`src/rtl/pi_access_splitter.sv`:
```
// rtl/pi_access_splitter.sv - splits one Pi byte/word/long access into aligned 68000 bus cycles
// Ports: sys_clk/sys_reset (sync, active-high); req_* Pi request in, done/err/rdata completion out;
//        cyc_* bus-cycle request to the engine (valid/ready), cyc_done/cyc_berr/cyc_rdata back.
module pi_access_splitter #(
    parameter int ADDR_W = 24
) (
    input  logic              sys_clk,
    input  logic              sys_reset,
    input  logic              req_valid,
    output logic              req_ready,
    input  logic [ADDR_W-1:0] req_address,
    input  logic [1:0]        req_size,
    input  logic              req_read,
    input  logic [2:0]        req_fc,
    input  logic [31:0]       req_wdata,
    output logic              done,
    output logic              err,
    output logic [31:0]       rdata,
    output logic              cyc_valid,
    input  logic              cyc_ready,
    output logic [ADDR_W-2:0] cyc_addr,
    output logic              cyc_uds,
    output logic              cyc_lds,
    output logic              cyc_read,
    output logic [2:0]        cyc_fc,
    output logic [15:0]       cyc_wdata,
    input  logic              cyc_done,
    input  logic              cyc_berr,
    input  logic [15:0]       cyc_rdata
);

    localparam logic [1:0] S_IDLE   = 2'd0;
    localparam logic [1:0] S_ISSUE  = 2'd1;
    localparam logic [1:0] S_WAIT   = 2'd2;
    localparam logic [1:0] S_FINISH = 2'd3;

    logic [1:0]        state_q, state_d;
    logic [ADDR_W-1:0] addr_q, addr_d;
    logic [1:0]        size_q, size_d;
    logic              read_q, read_d;
    logic [2:0]        fc_q, fc_d;
    logic [31:0]       wdata_q, wdata_d;
    logic [1:0]        idx_q, idx_d;
    logic [1:0]        ncyc_q, ncyc_d;
    logic [31:0]       asm_q, asm_d;
    logic              err_q, err_d;
    logic [31:0]       rdata_q, rdata_d;
    logic              cvalid_q, cvalid_d;
    logic [ADDR_W-2:0] caddr_q, caddr_d;
    logic              cuds_q, cuds_d;
    logic              clds_q, clds_d;
    logic [15:0]       cwdata_q, cwdata_d;

    // Plan for one bus cycle: from the live request when accepting, else from the
    // latched request at the next index.
    logic [ADDR_W-1:0] p_addr;
    logic [1:0]        p_size;
    logic [31:0]       p_wdata;
    logic [1:0]        p_idx;
    logic [ADDR_W-1:0] p_off;
    logic              p_uds, p_lds;
    logic [15:0]       p_wd;
    logic [1:0]        p_n;
    logic [ADDR_W-1:0] p_byte_addr;
    logic [31:0]       asm_n;

    always_comb begin
        if (state_q == S_IDLE) begin
            p_addr  = req_address;
            p_size  = req_size;
            p_wdata = req_wdata;
            p_idx   = 2'd0;
        end else begin
            p_addr  = addr_q;
            p_size  = size_q;
            p_wdata = wdata_q;
            p_idx   = idx_q + 2'd1;
        end
    end

    always_comb begin
        p_off = '0;
        p_uds = 1'b0;
        p_lds = 1'b0;
        p_wd  = '0;
        p_n   = 2'd0;
        case (p_size)
            2'd0: begin
                // Byte cycles drive the byte on both lanes.
                p_n   = 2'd1;
                p_uds = ~p_addr[0];
                p_lds = p_addr[0];
                p_wd  = {p_wdata[7:0], p_wdata[7:0]};
            end
            2'd1: begin
                if (!p_addr[0]) begin
                    p_n   = 2'd1;
                    p_uds = 1'b1;
                    p_lds = 1'b1;
                    p_wd  = p_wdata[15:0];
                end else begin
                    p_n = 2'd2;
                    if (p_idx == 2'd0) begin
                        p_lds = 1'b1;
                        p_wd  = {p_wdata[15:8], p_wdata[15:8]};
                    end else begin
                        p_off = ADDR_W'(1);
                        p_uds = 1'b1;
                        p_wd  = {p_wdata[7:0], p_wdata[7:0]};
                    end
                end
            end
            2'd2: begin
                if (!p_addr[0]) begin
                    p_n   = 2'd2;
                    p_uds = 1'b1;
                    p_lds = 1'b1;
                    if (p_idx == 2'd0) begin
                        p_wd = p_wdata[31:16];
                    end else begin
                        p_off = ADDR_W'(2);
                        p_wd  = p_wdata[15:0];
                    end
                end else begin
                    p_n = 2'd3;
                    case (p_idx)
                        2'd0: begin
                            p_lds = 1'b1;
                            p_wd  = {p_wdata[31:24], p_wdata[31:24]};
                        end
                        2'd1: begin
                            p_off = ADDR_W'(1);
                            p_uds = 1'b1;
                            p_lds = 1'b1;
                            p_wd  = p_wdata[23:8];
                        end
                        default: begin
                            p_off = ADDR_W'(3);
                            p_uds = 1'b1;
                            p_wd  = {p_wdata[7:0], p_wdata[7:0]};
                        end
                    endcase
                end
            end
            default: ;
        endcase
    end

    // Adding in full ADDR_W width gives the modulo-2^ADDR_W wrap for free.
    assign p_byte_addr = p_addr + p_off;

    // Read data is shifted in from the right, so earlier (lower-address) bytes end up
    // more significant and the result is right-justified.
    always_comb begin
        asm_n = asm_q;
        if (read_q) begin
            if (cuds_q && clds_q) begin
                asm_n = {asm_q[15:0], cyc_rdata};
            end else if (cuds_q) begin
                asm_n = {asm_q[23:0], cyc_rdata[15:8]};
            end else begin
                asm_n = {asm_q[23:0], cyc_rdata[7:0]};
            end
        end
    end

    always_comb begin
        state_d  = state_q;
        addr_d   = addr_q;
        size_d   = size_q;
        read_d   = read_q;
        fc_d     = fc_q;
        wdata_d  = wdata_q;
        idx_d    = idx_q;
        ncyc_d   = ncyc_q;
        asm_d    = asm_q;
        err_d    = err_q;
        rdata_d  = rdata_q;
        cvalid_d = cvalid_q;
        caddr_d  = caddr_q;
        cuds_d   = cuds_q;
        clds_d   = clds_q;
        cwdata_d = cwdata_q;
        case (state_q)
            S_IDLE: begin
                if (req_valid) begin
                    addr_d  = req_address;
                    size_d  = req_size;
                    read_d  = req_read;
                    fc_d    = req_fc;
                    wdata_d = req_wdata;
                    idx_d   = 2'd0;
                    ncyc_d  = p_n;
                    asm_d   = '0;
                    err_d   = 1'b0;
                    if (req_size == 2'd3) begin
                        // Reserved size: one idle cycle in WAIT, no bus cycle issued.
                        state_d = S_WAIT;
                    end else begin
                        state_d  = S_ISSUE;
                        cvalid_d = 1'b1;
                        caddr_d  = p_byte_addr[ADDR_W-1:1];
                        cuds_d   = p_uds;
                        clds_d   = p_lds;
                        cwdata_d = p_wd;
                    end
                end
            end
            S_ISSUE: begin
                if (cyc_ready) begin
                    state_d  = S_WAIT;
                    cvalid_d = 1'b0;
                end
            end
            S_WAIT: begin
                if (size_q == 2'd3) begin
                    err_d   = 1'b1;
                    rdata_d = '0;
                    state_d = S_FINISH;
                end else if (cyc_done) begin
                    if (cyc_berr) begin
                        // Data from the failed cycle is not part of the result.
                        err_d   = 1'b1;
                        rdata_d = asm_q;
                        state_d = S_FINISH;
                    end else if (idx_q + 2'd1 == ncyc_q) begin
                        asm_d   = asm_n;
                        rdata_d = asm_n;
                        state_d = S_FINISH;
                    end else begin
                        asm_d    = asm_n;
                        idx_d    = idx_q + 2'd1;
                        state_d  = S_ISSUE;
                        cvalid_d = 1'b1;
                        caddr_d  = p_byte_addr[ADDR_W-1:1];
                        cuds_d   = p_uds;
                        clds_d   = p_lds;
                        cwdata_d = p_wd;
                    end
                end
            end
            default: begin
                state_d = S_IDLE;
            end
        endcase
    end

    always_ff @(posedge sys_clk) begin
        if (sys_reset) begin
            state_q  <= S_IDLE;
            addr_q   <= '0;
            size_q   <= '0;
            read_q   <= 1'b0;
            fc_q     <= '0;
            wdata_q  <= '0;
            idx_q    <= '0;
            ncyc_q   <= '0;
            asm_q    <= '0;
            err_q    <= 1'b0;
            rdata_q  <= '0;
            cvalid_q <= 1'b0;
            caddr_q  <= '0;
            cuds_q   <= 1'b0;
            clds_q   <= 1'b0;
            cwdata_q <= '0;
        end else begin
            state_q  <= state_d;
            addr_q   <= addr_d;
            size_q   <= size_d;
            read_q   <= read_d;
            fc_q     <= fc_d;
            wdata_q  <= wdata_d;
            idx_q    <= idx_d;
            ncyc_q   <= ncyc_d;
            asm_q    <= asm_d;
            err_q    <= err_d;
            rdata_q  <= rdata_d;
            cvalid_q <= cvalid_d;
            caddr_q  <= caddr_d;
            cuds_q   <= cuds_d;
            clds_q   <= clds_d;
            cwdata_q <= cwdata_d;
        end
    end

    assign req_ready = (state_q == S_IDLE);
    assign done      = (state_q == S_FINISH);
    assign err       = err_q;
    assign rdata     = rdata_q;
    assign cyc_valid = cvalid_q;
    assign cyc_addr  = caddr_q;
    assign cyc_uds   = cuds_q;
    assign cyc_lds   = clds_q;
    assign cyc_read  = read_q;
    assign cyc_fc    = fc_q;
    assign cyc_wdata = cwdata_q;

endmodule
```
`config.mk`:
```
export PLATFORM = sky130hd
export DESIGN_NAME = pi_access_splitter
export DESIGN_NICKNAME = d
export VERILOG_FILES = /design/src/rtl/pi_access_splitter.sv
export SDC_FILE = /design/constraint.sdc
export NUM_CORES = 1
export LEC_CHECK = 0
export ABC_AREA = 1
export ABC_CLOCK_PERIOD_IN_PS = 4100
export CAP_MARGIN = 0
export CORE_MARGIN = 2
export CORE_UTILIZATION = 59
export DETAILED_ROUTE_END_ITERATION = 7
export GPL_ROUTABILITY_DRIVEN = 0
export PLACE_DENSITY_LB_ADDON = 0.25
export RECOVER_POWER = 25
export SLEW_MARGIN = 25
export SYNTH_ARGS = -nofsm -noshare
export SYNTH_HDL_FRONTEND = slang
export SYNTH_SLANG_ARGS = --single-unit
```
`constraint.sdc`:
```
create_clock -name sys_clk -period 4.1 [get_ports sys_clk]
set_input_delay 0.615 -clock sys_clk [delete_from_list [all_inputs] [get_ports sys_clk]]
set_output_delay 0.615 -clock sys_clk [all_outputs]
set_load 0.03 [all_outputs]
```
# Word level (Yosys, flattened, before mapping)
# Cells that the tools add are included.
# word_totals
register_bits	175
out_inout_bits	81
input_bits	84
wordCells	149
# op_classes
add_sub_neg	2
muxes	94
bitwise	1
n_reduce_logical	18
eq_ne	18
# op_table
cell	n
2-to-1 mux 32 bit	11
2-to-1 mux 16 bit	10
2-to-1 mux 23 bit	6
case mux 16 bit (2 select lines)	2
case mux 32 bit (2 select lines)	1
2-to-1 mux 24 bit	2
case mux 16 bit (3 select lines)	1
case mux 24 bit (2 select lines)	1
case mux 23 bit (2 select lines)	1
2-to-1 mux 1 bit	32
2-to-1 mux 2 bit	16
adder 24 bit	1
inequality test 2 bit, second input constant	7
case mux 2 bit (3 select lines)	2
equality test 2 bit, second input constant	5
2-to-1 mux 8 bit	1
case mux 1 bit (2 select lines)	4
case mux 2 bit (2 select lines)	2
AND reduction 8 bit	1
AND reduction 7 bit	1
equality test 2 x 1 -> 1 bit, second input constant	3
logical NOT 2 bit	3
inequality test 3 bit, second input constant	2
case mux 1 bit (3 select lines)	2
12 further kinds	16

# Longest topological paths before layout
# Gate-level depths: netlist of run 1.
# logic_depth
word_depth	12
mapped_depth	19
mapped_depth_nobuf	17

# Least setup slack after synthesis of run 1
# Ideal clock, no wire load.
# synth_timing
path_type	input to register
startpoint	in req_size[0]
endpoint	reg caddr_q[14] (netlist: cyc_addr[14])
arrival_time_ns	2.356
setup_ns	0.109
cell_stages	17
n_path_buf	2
required_time_ns	3.991
path_slack_ns	1.635
path_cell_list	inv_1 > nand2_1 > nand2_1 > nand2_2 > clkbuf_1 > nor2_1 > ha_1 > inv_1 > nor2_1 > nand3_1 > nand2_1 > buf_4 > nand3_1 > nand2_1 > nand3_1 > nand2_1 > inv_1
# synth_between
elab_chain_len	9
elab_cells_between_ends	15
classes_between	add/sub: 1; eq/ne: 4; mux: 9; reduce/logical: 1
# synth_rtl
item	line_no	source
start: declaration	12	input logic [1:0] req_size,
2-to-1 mux 2 bit	68	if (state_q == S_IDLE) begin
equality test 2 bit or equality test 2 x 1 -> 1 bit (tied branches)	87	case (p_size)
case mux 24 bit (2 select lines)	87	
adder 24 bit	150	assign p_byte_addr = p_addr + p_off;
2-to-1 mux 23 bit	226	end else if (idx_q + 2'd1 == ncyc_q) begin
2-to-1 mux 23 bit	221	if (cyc_berr) begin
2-to-1 mux 23 bit	220	end else if (cyc_done) begin
2-to-1 mux 23 bit	216	if (size_q == 2'd3) begin
case mux 23 bit (2 select lines)	184	case (state_q)
end signal: assignment	279	caddr_q <= caddr_d;
end: declaration	49	logic [ADDR_W-2:0] caddr_q, caddr_d;
# Several ways; a longest one is shown, not always the timed one. The select of a mux whose other input is x is not followed.
# A chain may end at the register's enable or synchronous reset.

# Final worst setup path of run 1
# layout_timing
startpoint	reg state_q[0]
endpoint	reg caddr_q[11] (netlist: cyc_addr[11])
# layout_between
elab_chain_len	12
elab_cells_between_ends	31
classes_between	add/sub: 1; eq/ne: 10; mux: 16; reduce/logical: 4
# layout_rtl
item	line_no	source
start: declaration	37	logic [1:0] state_q, state_d;
start signal: assignment	267	state_q <= state_d;
logical NOT 2 bit	68, 184	
2-to-1 mux 2 bit	68	
equality test 2 x 1 -> 1 bit or logical NOT 2 bit (tied branches)	126, 103, 118	
case mux 2 bit (2 select lines) (tied with other cells)	126	case (p_idx)
2-to-1 mux 24 bit or 2-to-1 mux 1 bit (tied branches)	114, 96	
case mux 24 bit (2 select lines)	87	
adder 24 bit	150	
2-to-1 mux 23 bit	226	
2-to-1 mux 23 bit	221	
2-to-1 mux 23 bit	220	
2-to-1 mux 23 bit	216	
case mux 23 bit (2 select lines)	184	
# Several ways; a longest one is shown, not always the timed one. The select of a mux whose other input is x is not followed.

==> results of run 1 <==
[kinds of logic (layout without fill, tap and decap cells)]
| family | count (synthesis) | after routing | share of synthesized area |
|---|---|---|---|
| AO/OA/AOI/OAI | 412 | 412 | 0.230 |
| XOR/XNOR | 5 | 5 | 0.00432 |
| adder cells (fa/ha/maj) | 2 | 2 | 0.00321 |
| buffers and inverters | 257 | 368 | 0.108 |
| flip-flops | 175 | 175 | 0.345 |
| AND/OR/NAND/NOR | 759 | 759 | 0.309 |
[routing by layer]
| metal | share of wire | vias to the layer above | track usage | routed length, microns |
|---|---|---|---|---|
| li1 | - | 5439 | - | - |
| met1 | 0.42 | 5028 | 0.436 | 12400 |
| met2 | 0.46 | 585 | 0.525 | 13700 |
| met3 | 0.090 | 82 | 0.0571 | 2680 |
| met4 | 0.038 | 0 | 0.151 | 1140 |
| met5 | 0 | - | 0 | 0 |
[sequential cells by signal, indices dropped and copies added (netlist names), 2 cells and up]
register	flops
asm_q	32
rdata	32
wdata_q	32
addr_q	24
cyc_addr	23
cyc_wdata	16
cyc_fc	3
idx_q	2
ncyc_q	2
size_q	2
state_q	2
[worst paths after layout]
check / depth (start not counted) / from / end
setup / recovery: 15 / state_q[0]$_SDFFE_PP0P_ / cyc_addr[11]$_SDFFE_PP0P_
hold / removal: 2 / wdata_q[14]$_SDFFE_PP0P_ / wdata_q[14]$_SDFFE_PP0P_
setup reg to reg: 15 / state_q[0]$_SDFFE_PP0P_ / cyc_addr[11]$_SDFFE_PP0P_
hold reg to reg: 2 / wdata_q[14]$_SDFFE_PP0P_ / wdata_q[14]$_SDFFE_PP0P_
[synth_stat cells, drive strengths merged]
library cell  number
nor2             142
o21a              15
dfxtp            175
nand3b             2
nand4             10
o211ai            37
ha                 1
o21ai            151
nor3               4
inv              153
or2                4
a211oi            15
buf               49
a21oi            167
o31ai              1
fa                 1
o2111ai            6
o22ai              9
clkbuf            53
nand2            516
clkinv             2
a31oi              8
nand3             80
xor2               5
o211a              1
a22oi              1
and2               1
o221ai             1
[cell type report]
cell class,count,area (sq um),area share
clock inverters,13,153,0.0125
inverters,155,582,0.0475
flip-flops and latches,175,3500,0.286
clock buffers,19,443,0.0362
repair buffers,181,1760,0.144
well taps,220,275,0.0225
multi-input cells,1178,5530,0.451
[worst reg2reg max path, stage by stage (launching register included)]
cell and delay (ns):
dfxtp_1 0.49, inv_1 0.16, nand2_4 0.26, buf_4 0.48, nand2_1 0.09, nand2_1 0.15, nand2_2 0.19, nand2_1 0.13
nor2_2 0.08, fa_1 0.47, nand2_1 0.17, inv_1 0.11, nand3_1 0.09, nand3_1 0.08, o211ai_1 0.10, inv_1 0.05
[stage by stage]
| stage | cell area [sq um] | hold slack [ns] |
|---|---|---|
| after floorplan | 10100 | 0.430 |
| after global placement | 11700 | 0.440 |
| after detailed placement | 11700 | 0.444 |
| after CTS | 12300 | 0.455 |
| after global routing | 12200 | 0.478 |
| final | 12200 | 0.455 |
[power by group through the flow]
stage	Clock, W	Sequential, W	Combinational, W
floorplan	0	0.00246	0.00251
global placement	0	0.00219	0.00367
detailed placement	0	0.00220	0.00374
CTS	0.00166	0.00217	0.00377
global route	0.00174	0.00220	0.00419
finish	0.00165	0.00217	0.00382
==> metrics, run 1 <==
status=finished with violations; failing checks=capacitance limit, slew limit; Required @ worst endpoint=~4.4 ns; r2r setup slk=0.88 ns; Setup CP Type=flip-flop to flip-flop; CTS tree=built; Iteration-0 DRC Markers=roughly 1300; Final #Nets=between 1500 and 2000; flops & latches, synth=approximately 180; via count=~11000; total negative slack=0 ns; worst-path maximum fanout=39; FILL cells=1419; Starting Density=0.607; min Tclk post-route=~3.2 ns; Hold Buf Count CTS=0; clock-pin slew on the worst setup and hold paths=0.07 ns; Clk pwr share=0.216; vias in the first global route=roughly 9700; # setup viols final=0; worst-skew pair later-pin latency=between 0.4 and 0.5 ns; setup bufs post-CTS=0; synthesized area per cell=6.30 sq um; Die Wd=~140 microns; ranking of synthesized cells by area=dfxtp_1, nand2_1, a21oi_1; Slew Limit Fails=85; PnR worst setup slack=0.884 ns; core area=0.0167 sq mm; Mapped Area=0.0101 sq mm; post-synth top area share=0.345; cell taking the most area after synthesis=dfxtp_1; Netlist cell types=between 40 and 50; DR pass1 iterations=6; sw frac=0.461; Slowest-stage cell, CP=dfxtp_1; DR WL/cell=about 15 microns; first-pass GRT wire length=just under 50000 microns; Die Area=around 0.018 sq mm; share of layout cells above drive strength 1=0.0558; Root Buffer=clkbuf_16; worst slew pin tran=roughly 2.1 ns; final non-filler cell total=~1900; cells along the critical path=inv_1 -> nand2_4 -> buf_4 -> nand2_1 -> nand2_1 -> nand2_2 -> nand2_1 -> nor2_2 -> fa_1 -> nand2_1 -> inv_1 -> nand3_1 -> nand3_1 -> o211ai_1 -> inv_1; CTS Sinks=roughly 180; post_cts resized=0; Hold Vio Cnt, Final=0; crit path launch type=flip-flop; Post-Place Worst Slack=0.772 ns; Sw Pwr=around 0.0035 W; Num CTS Buffers=17; Seq/Total Area, Yosys=0.345; largest net degree at the start of global routing=81; n_diodes=0; Max VDD drop=between 0.4 and 0.5 mV; Buffers on Ports=between 150 and 200; CTS H-tree lvls=4; Crit. End Element=flip-flop; Overall Global Routing Usage=0.329; placed insts=between 1500 and 2000; RSZ-0062 raised after global routing=no; CP top delay family=simple AND/OR/NAND/NOR gates; Comb pwr share=0.500; post-DP HPWL=around 21000 microns; hold crit path type=flip-flop to flip-flop; Vias/cell=5.74; Area growth syn-to-layout=20.7%; drt drc=0; antenna-violating nets left=0; Synth Instances=around 1600; most frequent cells in the layout=nand2_1, dfxtp_1, a21oi_1; Clock Skew=between 0.009 and 0.01 ns; Worst slew margin=-0.382; P_int=0.00412 W; Critical Path Max Stage Delay=about 0.49 ns; most common cell after layout, fill and taps aside=nand2_1; pwr/cell area=624 mW/mm^2; Clock Tree Buf Depth=2; Post-Syn Nets=between 1500 and 2000; most used cell, CP=nand2_1; data arrival time of the worst path=approximately 3.5 ns; Die H=roughly 140 microns; Rows=47; Leak=between 5 and 6 nW; Final Power=0.00764 W; Routed Wire Length=between 20000 and 30000 microns; Syn. warnings=0; total grt overflow=0; sequential power share=0.283; final core occ=0.733; max_cap viols=2; fin crit share=0.784; critical path buffer and inverter count=4; IO Pins=about 170; Peak Freq=just over 300 MHz; initial antenna violation count=0
No activity file was read; power rests on OpenSTA's default activity.
==> inputs of run 2 (changes only) <==
--- a/config.mk
+++ b/config.mk
@@ -6,10 +6,10 @@
 export NUM_CORES = 1
 export LEC_CHECK = 0
 export ABC_AREA = 1
-export ABC_CLOCK_PERIOD_IN_PS = 4100
+export ABC_CLOCK_PERIOD_IN_PS = 3200
 export CAP_MARGIN = 0
 export CORE_MARGIN = 2
-export CORE_UTILIZATION = 59
+export CORE_UTILIZATION = 54
 export DETAILED_ROUTE_END_ITERATION = 7
 export GPL_ROUTABILITY_DRIVEN = 0
 export PLACE_DENSITY_LB_ADDON = 0.25
==> constraint.sdc (replaced) <==
create_clock -name sys_clk -period 3.2 [get_ports sys_clk]
set_input_delay 0.48 -clock sys_clk [delete_from_list [all_inputs] [get_ports sys_clk]]
set_output_delay 0.48 -clock sys_clk [all_outputs]
set_load 0.03 [all_outputs]
==> run 2 against run 1 <==
  * The flow still finishes with violations (capacitance limit, slew limit)
  * Critical path depth rose by 2
  * Global-route usage fell by 2.9 points
  * Register-to-register slack got worse by 0.47 ns
  * Routed wire length barely moved
==> metrics, run 2 (synthesis results as in run 1) <==
status=finished with violations (unchanged); failing checks=capacitance limit, slew limit (unchanged); clock-pin slew on the worst setup and hold paths=0.07 ns (about the same); min Tclk post-route=2.78 ns (was 3.22 ns); Clock Tree Buf Depth=2 (unchanged); Die H=141 microns (was 135 microns); core area=0.0186 sq mm (was 0.0167 sq mm); Rows=50 (was 47); DR pass1 iterations=7 (was 6); Setup CP Type=flip-flop to flip-flop (unchanged); Leak=5.18 nW (was 5.09 nW); Die Area=0.0199 sq mm (was 0.0183 sq mm); post_cts resized=0 (unchanged); Hold Buf Count CTS=0 (unchanged); met2 wire len=13800 microns (was 13700 microns); total grt overflow=0 (unchanged); placed cell areas=0.0117 sq mm (about the same); RSZ-0062 raised after global routing=no (unchanged); most frequent cells in the layout=nand2_1, dfxtp_1, a21oi_1 (unchanged); antenna-violating nets left=0 (unchanged); n_diodes=0 (unchanged); Crit. End Element=flip-flop (unchanged); most common cell after layout, fill and taps aside=nand2_1 (unchanged); Iteration-0 DRC Markers=1176 (was 1316); setup bufs post-CTS=0 (unchanged); drt drc=0 (unchanged); DR WL met3=2460 microns (was 2680 microns); most used cell, CP=nand2_1 (unchanged); CTS tree=built (unchanged); via count=11000 (was 11100); fin crit share=0.870 (was 0.784); Worst slew margin=-0.0168 (was -0.382); worst-path maximum fanout=21 (was 39); Vias/cell=5.59 (was 5.74); crit path launch type=flip-flop (unchanged); IO Pins=165 (unchanged); # setup viols final=0 (unchanged); worst-skew pair later-pin latency=0.45 ns (was 0.44 ns); top sig layer=met4 (unchanged); Slew Limit Fails=33 (was 85); Buffers on Ports=164 (unchanged); critical path buffer and inverter count=4 (unchanged); pwr/cell area=796 mW/mm^2 (was 624 mW/mm^2); Die Wd=141 microns (was 135 microns); Overall Global Routing Usage=0.299 (was 0.329); Required @ worst endpoint=3.55 ns (was 4.43 ns); Area growth syn-to-layout=21.5% (was 20.7%); data arrival time of the worst path=3.13 ns (was 3.54 ns); Final Cell Area=0.0123 sq mm (was 0.0122 sq mm); Critical Path Max Stage Delay=0.50 ns (was 0.49 ns); hold crit path type=flip-flop to flip-flop (unchanged); total negative slack=0 ns (unchanged); wl on met1=12700 microns (was 12400 microns); post-DP HPWL=20900 microns (was 20600 microns); Root Buffer=clkbuf_16 (unchanged); DR WL/cell=15.2 microns (was 15.4 microns); Final #Nets=1801 (was 1794); Routed Wire Length=29900 microns (about the same); Max VDD drop=0.611 mV (was 0.479 mV); max_cap viols=1 (was 2); worst slew pin tran=1.53 ns (was 2.07 ns); CP top delay family=simple AND/OR/NAND/NOR gates (unchanged); CTS H-tree lvls=4 (unchanged); share of layout cells above drive strength 1=0.0608 (was 0.0558); initial antenna violation count=0 (unchanged); vias in the first global route=9787 (was 9737); cells along the critical path=inv_1 -> nand2_4 -> nand2_1 -> nand2_2 -> inv_2 -> a31oi_1 -> nor2_1 -> ha_1 -> inv_1 -> nor2_1 -> nand3_1 -> nand2_1 -> nand3_1 -> nand2_1 -> nand3_1 -> nand2_1 -> inv_1 (was inv_1 -> nand2_4 -> buf_4 -> nand2_1 -> nand2_1 -> nand2_2 -> nand2_1 -> nor2_2 -> fa_1 -> nand2_1 -> inv_1 -> nand3_1 -> nand3_1 -> o211ai_1 -> inv_1); CTS Sinks=175 (unchanged); Num CTS Buffers=17 (unchanged); Clock Skew=0.0129 ns (was 0.00971 ns); Hold Vio Cnt, Final=0 (unchanged); Starting Density=0.546 (was 0.607); largest net degree at the start of global routing=75 (was 81); Peak Freq=359 MHz (was 311 MHz); first-pass GRT wire length=48500 microns (was 48300 microns); Slowest-stage cell, CP=dfxtp_1 (unchanged)
[run 2: cell types whose count changed in the layout (fill, tap and decap cells not counted), sizes merged]
cell / before / now
clkinv: 6 / 4
buf: 16 / 22
clkbuf: 21 / 20
inv: 158 / 162
clkdlybuf4s50: 152 / 135
bufinv: 2 / 1
clkinvlp: 2 / 3
dlygate4sd3: 11 / 28
[run 2: routing by layer]
metal,track usage,vias up
met1,0.409,4956
met4,0.117,0
met5,0,-
met2,0.483,500
met3,0.0404,60
li1,-,5447
[run 2: worst paths after layout]
kind,from,endpoint,slack (ns),cells past startpoint
worst min register to register,addr_q[11]$_SDFFE_PP0P_,addr_q[11]$_SDFFE_PP0P_,0.45,2
worst min-delay path,addr_q[11]$_SDFFE_PP0P_,addr_q[11]$_SDFFE_PP0P_,0.45,2
worst max register to register,state_q[0]$_SDFFE_PP0P_,cyc_addr[14]$_SDFFE_PP0P_,0.42,17
worst max-delay path,state_q[0]$_SDFFE_PP0P_,cyc_addr[14]$_SDFFE_PP0P_,0.42,17
[run 2: cell type report]
cell class                 count  area (sq um)
tap                          234           293
clock buffer                  17           425
timing repair buffer         188          1810
clock inverter                15           169
sequential                   175          3500
fill                        1687          6260
multi-input combinational   1178          5540
inverter                     155           582
[run 2: tightest hold or removal path, delay by kind of cell, from the launching register on]
family	cells	cell delay (ns)
flip-flops	1	0.30
buffers and inverters	1	0.06
AO/OA/AOI/OAI	1	0.05
[run 2: power breakdown]
group | leakage, nW | internal [W] | switching, W
Sequential | 1.43 | 0.00256 | 0.000222
Clock | 0.283 | 0.00112 | 0.00101
Combinational | 3.46 | 0.00154 | 0.00335
[run 2: through the flow]
| stage | cells | total power [W] | worst slack (ns) | hold slack, ns | util |
|---|---|---|---|---|---|
| 2_1_floorplan | 1610 | 0.00637 | 0.745 | 0.430 | - |
| 3_3_place_gp | 1930 | 0.00758 | 0.411 | 0.439 | 0.632 |
| 3_5_place_dp | 1930 | 0.00767 | 0.377 | 0.446 | 0.632 |
| 4_1_cts | 1962 | 0.00980 | 0.493 | 0.458 | 0.664 |
| 5_1_grt | 1962 | 0.0105 | 0.164 | 0.475 | 0.663 |
| 6_report | 1962 | 0.00980 | 0.415 | 0.454 | 0.663 |
